## src/rtl/qsn_shift_ctrl_len3.sv

```systemverilog
// rtl/qsn_shift_ctrl_len3.sv - select/tag sequencer for the length-3 QSN shifter (optional: QSN_CTRL_STALL_CNT_EN)
module qsn_shift_ctrl_len3 #(
  parameter int Z          = 3,
  parameter int SEL_W      = 2,
  parameter int NUM_COLS   = 4,
  parameter int COL_W      = 2,
  parameter int NUM_LAYERS = 2,
  parameter int LAYER_W    = 1,
  parameter int QSN_LAT    = 2
) (
  input  logic                       sys_clk,
  input  logic                       rst,
  input  logic                       cfg_we,
  input  logic [LAYER_W+COL_W-1:0]   cfg_addr,
  input  logic [SEL_W-1:0]           cfg_shift,
  output logic                       cfg_err,
  input  logic                       start,
  output logic                       busy,
  output logic                       done,
  input  logic                       msg_valid,
  output logic                       msg_ready,
  output logic [SEL_W-1:0]           left_sel,
  output logic [SEL_W-1:0]           right_sel,
  output logic [SEL_W-1:0]           merge_sel,
  output logic                       out_valid,
  output logic [COL_W-1:0]           out_col,
  output logic [LAYER_W-1:0]         out_layer,
  output logic [15:0]                stall_cnt
);

  localparam int ADDR_W = LAYER_W + COL_W;
  localparam int TBL_N  = 1 << ADDR_W;
  localparam logic [SEL_W:0]   Z_L        = (SEL_W+1)'(Z);
  localparam logic [COL_W-1:0]   LAST_COL   = COL_W'(NUM_COLS - 1);
  localparam logic [LAYER_W-1:0] LAST_LAYER = LAYER_W'(NUM_LAYERS - 1);
  // DRAIN is held so that DONE lands on the cycle of the final out_valid
  localparam logic [1:0]       DRAIN_LOAD = 2'(QSN_LAT - 2);

  typedef enum logic [1:0] {
    ST_IDLE  = 2'd0,
    ST_RUN   = 2'd1,
    ST_DRAIN = 2'd2,
    ST_DONE  = 2'd3
  } state_t;

  state_t             r_state;
  logic [SEL_W-1:0]   r_table [TBL_N];
  logic [COL_W-1:0]   r_col;
  logic [LAYER_W-1:0] r_layer;
  logic [1:0]         r_drain_cnt;
  logic               r_busy;
  logic               r_done;
  logic               r_msg_ready;
  logic               r_cfg_err;
  logic [SEL_W-1:0]   r_left;
  logic [SEL_W-1:0]   r_right;
  logic [SEL_W-1:0]   r_merge;

  logic               r_vpipe     [QSN_LAT];
  logic [COL_W-1:0]   r_col_pipe  [QSN_LAT];
  logic [LAYER_W-1:0] r_layer_pipe[QSN_LAT];

  logic               w_beat;
  logic               w_cfg_ok;
  logic [SEL_W-1:0]   w_entry;
  logic [SEL_W-1:0]   w_left;
  logic [SEL_W-1:0]   w_right;
  logic [SEL_W-1:0]   w_merge;

  assign w_beat   = msg_valid & r_msg_ready;
  assign w_cfg_ok = cfg_we && (r_state == ST_IDLE) && ({1'b0, cfg_shift} < Z_L);
  assign w_entry  = r_table[{r_layer, r_col}];

  // Map the current shift factor to the three switch selects of the shifter
  always_comb begin
    w_left  = '0;
    w_right = '0;
    w_merge = '0;
    case (w_entry)
      2'd0: begin w_left = 2'd0; w_right = 2'd0; w_merge = 2'b11; end
      2'd1: begin w_left = 2'd1; w_right = 2'd2; w_merge = 2'b01; end
      2'd2: begin w_left = 2'd2; w_right = 2'd1; w_merge = 2'b00; end
      default: begin w_left = '0; w_right = '0; w_merge = '0; end
    endcase
  end

  // Shift-factor table: writable only while idle and with an in-range factor
  always_ff @(posedge sys_clk or posedge rst) begin
    if (rst) begin
      for (int i = 0; i < TBL_N; i++) r_table[i] <= '0;
    end else if (w_cfg_ok) begin
      r_table[cfg_addr] <= cfg_shift;
    end
  end

  // Rejected writes flag an error one cycle after the attempt
  always_ff @(posedge sys_clk or posedge rst) begin
    if (rst) r_cfg_err <= 1'b0;
    else     r_cfg_err <= cfg_we && !w_cfg_ok;
  end

  // Run sequencer: walks the table once per start and issues registered selects
  always_ff @(posedge sys_clk or posedge rst) begin
    if (rst) begin
      r_state     <= ST_IDLE;
      r_col       <= '0;
      r_layer     <= '0;
      r_drain_cnt <= '0;
      r_busy      <= 1'b0;
      r_done      <= 1'b0;
      r_msg_ready <= 1'b0;
      r_left      <= '0;
      r_right     <= '0;
      r_merge     <= '0;
    end else begin
      r_done <= 1'b0;
      case (r_state)
        ST_IDLE: begin
          if (start) begin
            r_state     <= ST_RUN;
            r_col       <= '0;
            r_layer     <= '0;
            r_busy      <= 1'b1;
            r_msg_ready <= 1'b1;
          end
        end
        ST_RUN: begin
          if (w_beat) begin
            r_left  <= w_left;
            r_right <= w_right;
            r_merge <= w_merge;
            if (r_col == LAST_COL) begin
              r_col <= '0;
              if (r_layer == LAST_LAYER) begin
                r_state     <= ST_DRAIN;
                r_msg_ready <= 1'b0;
                r_drain_cnt <= DRAIN_LOAD;
              end else begin
                r_layer <= r_layer + LAYER_W'(1);
              end
            end else begin
              r_col <= r_col + COL_W'(1);
            end
          end
        end
        ST_DRAIN: begin
          if (r_drain_cnt == 2'd0) begin
            r_state <= ST_DONE;
            r_done  <= 1'b1;
          end else begin
            r_drain_cnt <= r_drain_cnt - 2'd1;
          end
        end
        ST_DONE: begin
          r_state <= ST_IDLE;
          r_busy  <= 1'b0;
        end
        default: r_state <= ST_IDLE;
      endcase
    end
  end

  // Valid/tag pipe mirroring the shifter's merge-select and output registers
  always_ff @(posedge sys_clk or posedge rst) begin
    if (rst) begin
      for (int i = 0; i < QSN_LAT; i++) begin
        r_vpipe[i]      <= 1'b0;
        r_col_pipe[i]   <= '0;
        r_layer_pipe[i] <= '0;
      end
    end else begin
      r_vpipe[0]      <= w_beat;
      r_col_pipe[0]   <= r_col;
      r_layer_pipe[0] <= r_layer;
      for (int i = 1; i < QSN_LAT; i++) begin
        r_vpipe[i]      <= r_vpipe[i-1];
        r_col_pipe[i]   <= r_col_pipe[i-1];
        r_layer_pipe[i] <= r_layer_pipe[i-1];
      end
    end
  end

`ifdef QSN_CTRL_STALL_CNT_EN
  logic [15:0] r_stall_cnt;

  // Count starved RUN cycles; cleared at run start, saturating, held after done
  always_ff @(posedge sys_clk or posedge rst) begin
    if (rst) begin
      r_stall_cnt <= '0;
    end else if ((r_state == ST_IDLE) && start) begin
      r_stall_cnt <= '0;
    end else if ((r_state == ST_RUN) && !msg_valid && (r_stall_cnt != 16'hFFFF)) begin
      r_stall_cnt <= r_stall_cnt + 16'd1;
    end
  end

  assign stall_cnt = r_stall_cnt;
`else
  assign stall_cnt = 16'h0000;
`endif

  assign cfg_err   = r_cfg_err;
  assign busy      = r_busy;
  assign done      = r_done;
  assign msg_ready = r_msg_ready;
  assign left_sel  = r_left;
  assign right_sel = r_right;
  assign merge_sel = r_merge;
  assign out_valid = r_vpipe[QSN_LAT-1];
  assign out_col   = r_col_pipe[QSN_LAT-1];
  assign out_layer = r_layer_pipe[QSN_LAT-1];

endmodule

```

## config.mk

```make
export PLATFORM = sky130hd
export DESIGN_NAME = qsn_shift_ctrl_len3
export DESIGN_NICKNAME = d
export VERILOG_FILES = /design/src/rtl/qsn_shift_ctrl_len3.sv
export SDC_FILE = /design/constraint.sdc
export NUM_CORES = 1
export LEC_CHECK = 0
export CORE_AREA = 2 2 73 75
export DETAILED_ROUTE_END_ITERATION = 6
export DIE_AREA = 0 0 75 77
export HOLD_SLACK_MARGIN = 0.12
export PLACE_DENSITY = 0.74
export SYNTH_ARGS = -nofsm -noshare
export SYNTH_HDL_FRONTEND = slang
export SYNTH_SLANG_ARGS = --single-unit
```

## constraint.sdc

```tcl
create_clock -name sys_clk -period 2 [get_ports sys_clk]
set_input_delay 0.3 -clock sys_clk [delete_from_list [all_inputs] [get_ports sys_clk]]
set_output_delay 0.3 -clock sys_clk [all_outputs]
set_load 0.05 [all_outputs]
```

# [Yosys cells after proc, flatten, opt, wreduce, memory -nomap -nowiden]
# Cells that the tools add are included.
[op_classes] add_sub_neg=3 order_cmp=4 eq_ne=12 mux=37 bitwise=3 n_reduce_logical=18
[op_table] op="two-way mux 2 bit" n=15
[op_table] op="case mux 2 bit (2 select lines)" n=5
[op_table] op="bitwise mux 16 bit" n=1
[op_table] op="AND reduction 5 bit" n=3
[op_table] op="!= test 2 bit, second input constant" n=6
[op_table] op="two-way mux 1 bit" n=10
[op_table] op="equality test 2 bit, second input constant" n=4
[op_table] op="greater-or-equal comparator 4 bit, second input constant" n=2
[op_table] op="NOT 3 -> 4 bit" n=2
[op_table] op="case mux 2 bit (4 select lines)" n=1
[op_table] op="binary-select mux 2 bit (select 3 bit)" n=1
[op_table] op="demux 2 bit (select 3 bit)" n=1
[op_table] op="zero test 2 bit" n=3
[op_table] op="case mux 1 bit (2 select lines)" n=3
[op_table] op="nonzero test 2 bit" n=3
[op_table] op="equality test 2 x 1 -> 1 bit, second input constant" n=2
[op_table] op="logical AND 1 bit" n=4
[op_table] op="< comparator 4 x 1 -> 1 bit, second input constant" n=1
[op_table] op="AND reduction 2 bit" n=2
[op_table] op="AND reduction 4 bit" n=1
[op_table] op="AND reduction 3 bit" n=1
[op_table] op="adder 2 x 1 -> 2 bit, second input constant" n=1
[op_table] op="< comparator 2 bit, second input constant" n=1
[op_table] op="subtractor 2 x 1 -> 2 bit, second input constant" n=1
[op_table] op="3 further kinds" n=3
[totals] reg_bits=41 in_bits=10 out_inout_bits=30 word_cells=102

# [Depth between registers and ports, before layout]
# Gate-level depths: netlist (run 1).
[logic_depth] ltp_word=6 mapped_depth=6 mapped_depth_nobuf=6

# [Worst setup path before layout (run 1)]
# OpenSTA, ideal clock, no wires.
[synth_timing] path_type="reg2reg" start="register r_state[0]" end="register r_table[10] (netlist name)" setup_ns=0.125 arrival_time_ns=1.668 t_required_ns=1.875 path_slack_ns=0.207 path_stages_with_launch=7 path_buffers=0 synth_period_minus_slack_ns=1.793 path_cell_list="dfrtp_1 > inv_1 > ha_1 > a21boi_2 > nand3b_1 > or3b_1 > mux2_2"
[synth_between] elab_chain_len=3
[synth_rtl] item="from (decl)" line="46" rtl="state_t r_state;"
[synth_rtl] item="from (signal assigned)" line="105" rtl="r_state <= ST_IDLE;"
[synth_rtl] item="from (signal assigned)" line="120" rtl="r_state <= ST_RUN;"
[synth_rtl] item="from (signal assigned)" line="135" rtl="r_state <= ST_DRAIN;"
[synth_rtl] item="zero test 2 bit" line="71" rtl="assign w_cfg_ok = cfg_we && (r_state == ST_IDLE) && ({1'b0, cfg_shift} < Z_L);"
[synth_rtl] item="logical AND 1 bit (2 in series)" line="71"
[synth_rtl] item="to (signal, indexed assignment)" line="92" rtl="r_table[cfg_addr] <= cfg_shift;"
[synth_rtl] item="to (decl)" line="47" rtl="logic [SEL_W-1:0] r_table [TBL_N];"
# No other way between the ends.
# A chain may end at the register's enable or synchronous reset.

# [Worst setup path after layout (run 1)]
# Same ends and word-level chain as after synthesis.

==> metrics.md, run 1 <==
| Metric | Value |
|---|---|
| Buf/Inv on CP | 1 |
| Worst IR drop on VDD | between 0.6 and 0.7 mV |
| Setup_tns | 0 ns |
| Max Cap Viol | 0 |
| TritonCTS clock tree | yes |
| Multiplexer area fraction after synthesis | 0.168 |
| Routability cong. | 0.761 |
| Leak pwr | about 1.0 nW |
| Initial drt markers | between 50 and 60 |
| Mapped Area | just under 2000 um^2 |
| WL final | about 3200 um |
| Worst setup EP type | flop |
| Die height | roughly 77 um |
| DR vias/cell | between 4 and 5 |
| Total track usage | 0.127 |
| CP max stage delay | ~0.44 ns |
| Top FF cell, synth | dfrtp_1 |
| Seq/Total Area, Yosys | 0.502 |
| Clock sinks | 39 |
| CP top delay family | simple AND/OR/NAND/NOR gates |
| CP Max Fanout | 5 |
| I/O pin cnt | 40 |
| Worst Setup Start Kind | flop |
| DRC | 0 |
| DP Area | roughly 2200 um^2 |
| Drt wl/cell | around 12 um |
| Post-route design area | about 2300 um^2 |
| DIE AREA | about 5800 um^2 |
| Root buf cell | clkbuf_8 |
| Synth area leaders | dfrtp_1 (50%), mux2_2 (12%), buf_4 (7.7%) |
| Period utilization | 0.945 |
| Final setup margin | approximately 0.11 ns |
| First-pass detailed-route iteration total | 3 |
| Via count | 1201 |
| Detailed placement HPWL | roughly 2400 um |
| Compound-Gate Fraction of Synth Area | 0.0695 |
| Number of distinct library cells after synthesis | 32 |
| Hold buffer count at cts | 0 |
| Layout cells sized above 1 | 0.217 |
| Hold Crit Start | r_layer_pipe[1]$_DFF_PP0_ |
| Asr flop ratio synth | 1.00 |
| XOR/XNOR Fraction of Synth Area | 0 |
| Fin nets | just over 200 |
| Reg2reg start | r_state[0]$_DFFE_PP0P_ |
| Placement Setup Slack | between 0.08 and 0.09 ns |
| Synth area leader | dfrtp_1 |
| Die width | between 70 and 80 um |
| Routed Antenna Nets | 0 |
| Post-synth EDFFs | 0 |
| First-pass GRT wire length | around 5600 um |
| #FFs+latches synth | 39 |
| Final Hold Fails | 0 |
| Post-Synth Adder-Cell Area | 0.0515 |
| Worst path cell trace | inv_1, ha_1, a21boi_4, nand3b_1, or3b_1, mux2_2 |
| Port Buf Inserts | 23 |
| Slew Limit Headroom | 0.668 |
| Clk_lat worst skew | between 0.2 and 0.3 ns |
| Vias in the first global route | 1162 |
| Final setup vio count | 0 |
| Status | completed |
| CTS clk-pin slew, worst paths | around 0.070 ns |
| Maximum clock path buffer count | 2 |
| Req. time, crit path | 2.18 ns |
| Post-Syn Instances | 158 |
| CP Class | reg -> reg |
| CTS Buf Count | 5 |
| Setup Skew | 0.00410 ns |
| Initial antenna violation count | 0 |
| Core Region | 4980 um^2 |
| Share of the synthesized area in the top cell type | 0.502 |
| Post-CTS setup buffer count | 0 |
| Slowest-stage cell, CP | dfrtp_2 |
| Avg Cell Area, Syn | between 10 and 15 um^2 |
| RSZ-0062 raised after global routing | no |
| Simple-Gate Fraction of Synth Area | 0.109 |
| Worst-margin pin slew | slightly below 0.5 ns |
| Resized cells post-CTS | 0 |
| Rows | 26 |
| Worst hold path type | reg -> reg |
| Htree depth | 2 |
| Power per standard cell area | approximately 1400 nW/um^2 |
| FMAX | about 530 MHz |
| Diode count | 0 |
| Arrival time at the worst endpoint | slightly above 2 ns |
| GR Overflow Total | 0 |
| Starting Density | 0.391 |
| Post-layout min period | roughly 1.9 ns |
| Pin count of the biggest net entering global routing | 40 |
| Yosys synthesis warning count | 0 |
| Area grow syn2layout | 18.5% |
| Fin. max-slew vios | 0 |
| Largest family of logic cells by synthesized area | multiplexers |
| Source of the critical timing path | r_state[0]$_DFFE_PP0P_ |
## stage by stage
| stage | utilization | hold WS (ns) | std cells | power, mW |
|---|---|---|---|---|
| after floorplan | - | 0.331 | 173 | 2.43 |
| after global placement | 0.444 | 0.332 | 252 | 2.78 |
| after detailed placement | 0.444 | 0.337 | 252 | 2.84 |
| after CTS | 0.461 | 0.354 | 259 | 3.35 |
| after global routing | 0.463 | 0.360 | 259 | 3.56 |
| final | 0.463 | 0.351 | 259 | 3.32 |
## area by class of cell
type                    instances  area (um^2)
fillers                       484         2670
multi-input cells             105          843
inverters                       8         30.0
clock inverters                 2         13.8
flip-flops and latches         39          977
clock buffers                   5         68.8
repair buffers                 30          283
well taps                      70         87.6
## cell families after synthesis
group | after synthesis
flops | 39
simple gates | 38
buf+inv | 29
mux | 24
compound gates | 19
fa+ha+maj | 8
other cells | 1
## state kept, by name (all words and copies together), names as in the netlist, 2 cells and up
register	flops
r_state	2
out_col	2
r_col_pipe	2
r_drain_cnt	2
merge_sel	2
r_table	16
r_col	2
## routing by layer
layer / up-vias / part of all wire / track usage / wire [um]
met5: - / 0 / 0 / 0
met4: 0 / 0.013 / 0.0375 / 43
met3: 5 / 0.054 / 0.0434 / 173
met2: 35 / 0.49 / 0.202 / 1580
met1: 583 / 0.44 / 0.163 / 1410
li1: 578 / - / - / -
## cell usage in the layout (no fill, tap or decap), drive strengths merged, types with 2 or more instances in the layout
cell	n
ha	8
or3	2
a21oi	3
o21ai	6
clkinv	2
clkbuf	5
mux4	4
and2	2
nor2	3
a22o	3
dfrtp	39
inv	8
or2	2
buf	7
clkdlybuf4s50	23
nand2	9
or3b	4
o31ai	2
mux2	20
conb	16
nand2b	4
nor2b	3
nand3	6
## worst paths after layout
kind | to | slack (ns) | cells past startpoint
max in group asynchronous | r_state[0]$_DFFE_PP0P_ | 1.22 | 3
worst max-delay path | r_table[10]$_DFFE_PP0P_ | 0.11 | 6
worst min-delay path | out_layer$_DFF_PP0_ | 0.35 | 0
worst max register to register | r_table[10]$_DFFE_PP0P_ | 0.11 | 6
min in group asynchronous | merge_sel[1]$_DFFE_PP0P_ | 0.43 | 3
worst min register to register | out_layer$_DFF_PP0_ | 0.35 | 0
## power breakdown
| part | leakage [nW] | switching, mW | internal (mW) |
|---|---|---|---|
| sequential | 0.495 | 0.188 | 1.09 |
| clock | 0.0440 | 0.267 | 0.238 |
| combinational | 0.510 | 0.851 | 0.683 |
| total | 1.05 | 1.31 | 2.01 |
## cells in the mapped netlist, types with 4 or more instances
master / instances
dfrtp_1: 39
buf_4: 20
mux2_2: 20
nand2_1: 9
ha_1: 8
inv_1: 8
nand3_1: 6
nand2b_1: 4
o21ai_0: 4
or3b_1: 4
Note: power is estimated with default switching activity, not from simulation.
==> run 2, diff against run 1 <==
==> constraint.sdc (replaced) <==
create_clock -name sys_clk -period 2 [get_ports sys_clk]
set_input_delay 0.4 -clock sys_clk [delete_from_list [all_inputs] [get_ports sys_clk]]
set_output_delay 0.4 -clock sys_clk [all_outputs]
set_load 0.05 [all_outputs]
==> run 2 against run 1 <==
Net effect: first-iteration DRC count is 12% higher; sequential share of layout area is 0.92 points lower; worst setup slack worse by 0.0083 ns; global-route usage is 0.38 points lower; largest cell class unchanged; largest power group unchanged; highest routed layer unchanged.
==> metrics.md, run 2 (synthesis results as in run 1) <==
| Metric | Value |
|---|---|
| I/O pin cnt | 40 (unchanged) |
| Slowest-stage cell, CP | or3b_1 |
| Register with the most flip-flops | r_table |
| Status | completed |
| First-pass detailed-route iteration total | 4 (+1) |
| CP Max Fanout | 4 (-1) |
| Maximum clock path buffer count | 2 (unchanged) |
| Initial antenna violation count | 0 (unchanged) |
| Commonest cells after routing, fill and taps aside | dfrtp_1 (37), clkdlybuf4s50_1 (22), mux2_2 (20), conb_1 (16) |
| CP max stage delay | 0.44 ns (about the same) |
| Leak pwr | 1.07 nW (+2.4%) |
| Final Hold Fails | 0 (unchanged) |
| Worst IR drop on VDD | 0.698 mV (+16%) |
| Post-layout min period | 1.90 ns (+0.00833 ns) |
| Slew Limit Headroom | 0.666 (-0.00202) |
| Starting Density | 0.391 (unchanged) |
| Clk_lat worst skew | 0.29 ns (about the same) |
| Power per standard cell area | 1490 nW/um^2 (+3.5%) |
| Fillcell total | 458 (-5.4%) |
| Detailed placement HPWL | 2310 um (-3.8%) |
| Worst-margin pin slew | 0.500 ns (+0.00376 ns) |
| Pin count of the biggest net entering global routing | 40 (unchanged) |
| Layout cells sized above 1 | 0.234 (+0.0174) |
| Diode count | 0 (unchanged) |
| DR vias/cell | 4.59 (-1.1%) |
| TritonCTS clock tree | yes |
| Final Util | 0.474 (+0.0108) |
| Initial drt markers | 57 (+12%) |
| DRC | 0 (unchanged) |
| Total track usage | 0.124 (-0.00384) |
| Req. time, crit path | 2.17 ns (about the same) |
| CP Class | reg -> reg |
| GR Overflow Total | 0 (unchanged) |
| Max FFs per register | 16 (unchanged) |
| Fin. max-slew vios | 0 (unchanged) |
| Worst Setup Start Kind | flop |
| Routability cong. | 0.758 (-0.35%) |
| Final setup vio count | 0 (unchanged) |
| RSZ-0062 raised after global routing | no |
| Commonest non-fill, non-tap cell in the layout | dfrtp_1 |
| Htree depth | 2 (unchanged) |
| Clock sinks | 39 (unchanged) |
| Worst setup EP type | flop |
| CTS Buf Count | 5 (unchanged) |
| Rows | 26 (unchanged) |
| CTS clk-pin slew, worst paths | 0.07 ns (about the same) |
| Drt wl/cell | 12.2 um (-1.8%) |
| Fin nets | 209 (+0.97%) |
| First-pass GRT wire length | 5350 um (-4.0%) |
| Arrival time at the worst endpoint | 2.07 ns (about the same) |
| DP Cell Count | 252 (unchanged) |
| Die height | 77 um (unchanged) |
| Setup Skew | 0.00275 ns (-0.00135 ns) |
| Worst hold path type | reg -> reg |
| Core Region | 4980 um^2 (unchanged) |
| Area grow syn2layout | 21.2% |
| Die width | 75 um (unchanged) |
| Count of non-filler cells in the finished layout | 262 (+1.2%) |
| Max Cap Viol | 0 (unchanged) |
| Routed Antenna Nets | 0 (unchanged) |
| Worst path cell trace | inv_1, ha_1, a21boi_4, nand3_1, or3b_1, mux2_2 |
| Port Buf Inserts | 23 (unchanged) |
| Root buf cell | clkbuf_8 |
| FMAX | 527 MHz (-0.44%) |
| Period utilization | 0.949 (+0.00416) |
| Via count | 1202 (+0.083%) |
| DIE AREA | 5780 um^2 (unchanged) |
| Vias in the first global route | 1149 (-1.1%) |
| WL final | 3190 um (-0.65%) |
[run 2: final cells by class]
class,count,area (um^2),area share
Sequential cell,39,978,0.415
Multi-Input combinational cell,105,843,0.358
Timing Repair Buffer,32,300,0.127
Tap cell,70,87.6,0.0372
Clock buffer,6,82.6,0.0350
Clock inverter,2,35.0,0.0149
Inverter,8,30.0,0.0127
[run 2: path summary, 6_finish.rpt]
kind	end	cells after the start	startpoint	slack (ns)
worst max-delay path	r_table[8]$_DFFE_PP0P_	6	r_state[1]$_DFFE_PP0P_	0.10
worst min-delay path	out_layer$_DFF_PP0_	0	r_layer_pipe[1]$_DFF_PP0_	0.35
worst max register to register	r_table[8]$_DFFE_PP0P_	6	r_state[1]$_DFFE_PP0P_	0.10
worst min register to register	out_layer$_DFF_PP0_	0	r_layer_pipe[1]$_DFF_PP0_	0.35
max in group asynchronous	r_state[0]$_DFFE_PP0P_	3	rst	1.11
min in group asynchronous	out_col[0]$_DFF_PP0_	3	rst	0.53
[run 2: critical path, delay by kind of cell, from the launching register on]
kind,cells,cell delay (ns)
and+or+nand+nor,2,0.57
DFF,1,0.42
muxes,1,0.29
adders and majority gates,1,0.20
AOI/OAI and AO/OA,1,0.20
buffers and inverters,1,0.11
[run 2: stage by stage]
step | worst slack (ns) | instance area, um^2 | hold slack [ns] | setup TNS, ns | total power [mW]
3_3_place_gp | 0.00930 | 2210 | 0.332 | 0 | 2.78
4_1_cts | 0.0535 | 2330 | 0.354 | 0 | 3.50
5_1_grt | 0.00574 | 2360 | 0.362 | 0 | 3.76
2_1_floorplan | 0.207 | 2000 | 0.331 | 0 | 2.43
3_5_place_dp | -0.0265 | 2210 | 0.337 | -0.0914 | 2.82
6_report | 0.101 | 2360 | 0.353 | 0 | 3.51
[run 2: power breakdown]
group | switching, mW | internal [mW]
sequential | 0.181 | 1.09
combinational | 0.862 | 0.707
clock | 0.270 | 0.404
total | 1.31 | 2.20
[run 2: routing by layer]
layer,up-vias,routed length [um],track usage
met5,-,0,0
met4,0,58,0.0571
met3,8,189,0.0394
met2,44,1560,0.188
met1,570,1380,0.158
li1,580,-,-
[run 2: repair_timing]
item / CTS / global route
setup buffers: 0 / 2
setup endpoints to repair: 0 / 10
hold buffers: 0 / 0
gates resized for setup: 0 / 5
==> run 3, diff against run 2 <==
TNS_END_PERCENT = 1   (was unset)
==> run 3 against run 2 <==
Net effect: register-to-register slack about the same; critical path depth is the same; fmax increased by 0.31%; global-route usage unchanged; cell count fell by 0.76%; worst setup slack better by 0.0059 ns; power decreased by 0.94%; hold slack lost 0.0010 ns; combinational power down 3%; die area did not move; largest power group unchanged.
==> metrics.md, run 3 (synthesis results as in run 1) <==
| Metric | Value |
|---|---|
| Worst-margin pin slew | 0.500 ns (-0.0000125 ns) |
| Max FFs per register | 16 (unchanged) |
| I/O pin cnt | 40 (unchanged) |
| Setup Skew | 0.00210 ns (-0.000648 ns) |
| Post-layout min period | 1.89 ns (-0.00588 ns) |
| Die height | 77 um (unchanged) |
| Pin count of the biggest net entering global routing | 40 (unchanged) |
| Critical Path Stages | 6 (unchanged) |
| Req. time, crit path | 2.17 ns (about the same) |
| Core Region | 4980 um^2 (unchanged) |
| Commonest cells after routing, fill and taps aside | dfrtp_1 (37), clkdlybuf4s50_1 (22), mux2_2 (20), conb_1 (16), nand2_1 (9) |
| Maximum clock path buffer count | 2 (unchanged) |
| Worst IR drop on VDD | 0.695 mV (-0.45%) |
| Root buf cell | clkbuf_8 |
| Fillcell total | 460 (+0.44%) |
| Die width | 75 um (unchanged) |
| Hold Crit Start | r_layer_pipe[1]$_DFF_PP0_ |
| Drt wl/cell | 12.0 um (-1.0%) |
| Rows | 26 (unchanged) |
| Status | completed |
| FMAX | 528 MHz (+0.31%) |
| Resized cells post-CTS | 0 (unchanged) |
| Power per standard cell area | 1480 nW/um^2 (-0.42%) |
| Final setup vio count | 0 (unchanged) |
| Worst setup EP type | flop |
| Arrival time at the worst endpoint | 2.07 ns (about the same) |
| Multi-input gate area | 846 um^2 (+0.30%) |
| TritonCTS clock tree | yes |
| Register with the most flip-flops | r_table |
| Setup_tns | 0 ns (unchanged) |
| WL final | 3130 um (-1.8%) |
| DR vias/cell | 4.61 (+0.52%) |
| Worst hold path type | reg -> reg |
| Slew Limit Headroom | 0.666 (about the same) |
| DIE AREA | 5780 um^2 (unchanged) |
| CP max stage delay | 0.44 ns (about the same) |
| Leak pwr | 1.06 nW (-1.0%) |
| Source of the critical timing path | r_state[0]$_DFFE_PP0P_ |
| Commonest non-fill, non-tap cell in the layout | dfrtp_1 |
| Detailed placement HPWL | 2310 um (unchanged) |
| CP Max Fanout | 5 (+1) |
| Routed Antenna Nets | 0 (unchanged) |
| Htree depth | 2 (unchanged) |
| Routability cong. | 0.758 (unchanged) |
| Final setup margin | 0.107 ns (+0.00588 ns) |
| Via count | 1199 (-0.25%) |
| Fin nets | 207 (-0.96%) |
| Total track usage | 0.124 (unchanged) |
| Fin. max-slew vios | 0 (unchanged) |
| CP Class | reg -> reg |
| Clk_lat worst skew | 0.29 ns (about the same) |
| Starting Density | 0.391 (unchanged) |
| Vias in the first global route | 1149 (unchanged) |
| Worst Setup Start Kind | flop |
| First-pass GRT wire length | 5350 um (unchanged) |
| Hold buffer count at cts | 0 (unchanged) |
| Initial drt markers | 46 (-19%) |
| Reg2reg start | r_state[0]$_DFFE_PP0P_ |
| Worst path cell trace | inv_1, ha_2, a21boi_4, nand3_1, or3b_1, mux2_2 |
| GR Overflow Total | 0 (unchanged) |
| Tot Pwr | 3.48 mW (-0.94%) |
| Initial antenna violation count | 0 (unchanged) |
| Final Hold Fails | 0 (unchanged) |
| Slowest-stage cell, CP | dfrtp_2 |
| Buf/Inv on CP | 1 (unchanged) |
| DRC | 0 (unchanged) |
| Area grow syn2layout | 20.6% |
| Diode count | 0 (unchanged) |
| R2R depth | 6 (unchanged) |
| Port Buf Inserts | 23 (unchanged) |
| Max Cap Viol | 0 (unchanged) |
| CTS clk-pin slew, worst paths | 0.07 ns (about the same) |
| Placement Setup Slack | -0.0265 ns (unchanged) |
| RSZ-0062 raised after global routing | no |
| Post-CTS setup buffer count | 0 (unchanged) |
| Clock sinks | 39 (unchanged) |
| Layout cells sized above 1 | 0.232 (-0.00280) |
| Cells on Worst Hold Path | 0 (unchanged) |
| Period utilization | 0.946 (-0.00294) |
| CTS Buf Count | 5 (unchanged) |
| CP top delay family | simple AND/OR/NAND/NOR gates |
| First-pass detailed-route iteration total | 4 (unchanged) |
| Register Area | 978 um^2 (unchanged) |
run 3: changes by cell type in the layout (fill, tap and decap cells not counted), sizes merged:
| cell | change |
|---|---|
| buf | -2 |
run 3: layer usage:
layer / GRT usage / routed length [um] / vias to the layer above
met4: 0.0571 / 35 / 0
met2: 0.188 / 1570 / 41
met5: 0 / 0 / -
li1: - / - / 577
met1: 0.158 / 1340 / 577
met3: 0.0394 / 186 / 4
run 3: layout make-up:
type                       instances  share of cell area
timing repair buffer              30               0.122
inverter                           8              0.0128
multi-input combinational        105               0.361
sequential                        39               0.417
clock buffer                       6              0.0352
clock inverter                     2              0.0149
tap                               70              0.0374
run 3: final timing paths:
| path | end | slack (ns) |
|---|---|---|
| worst min register to register | out_layer$_DFF_PP0_ | 0.35 |
| worst max-delay path | r_table[8]$_DFFE_PP0P_ | 0.11 |
| min in group asynchronous | out_col[0]$_DFF_PP0_ | 0.52 |
| worst min-delay path | out_layer$_DFF_PP0_ | 0.35 |
| worst max register to register | r_table[8]$_DFFE_PP0P_ | 0.11 |
| max in group asynchronous | r_state[0]$_DFFE_PP0P_ | 1.12 |
run 3: per-stage QoR:
step / hold WS [ns] / cell area (um^2) / util / cells
floorplan: 0.331 / 2000 / - / 173
global placement: 0.332 / 2210 / 0.444 / 252
detailed placement: 0.337 / 2210 / 0.444 / 252
CTS: 0.354 / 2330 / 0.468 / 260
global route: 0.362 / 2340 / 0.471 / 260
finish: 0.352 / 2340 / 0.471 / 260
run 3: power by group:
group	total, mW	switching, mW	internal, mW
Sequential	1.27	0.185	1.09
Combinational	1.53	0.848	0.686
Clock	0.671	0.268	0.403
Total	3.48	1.30	2.18
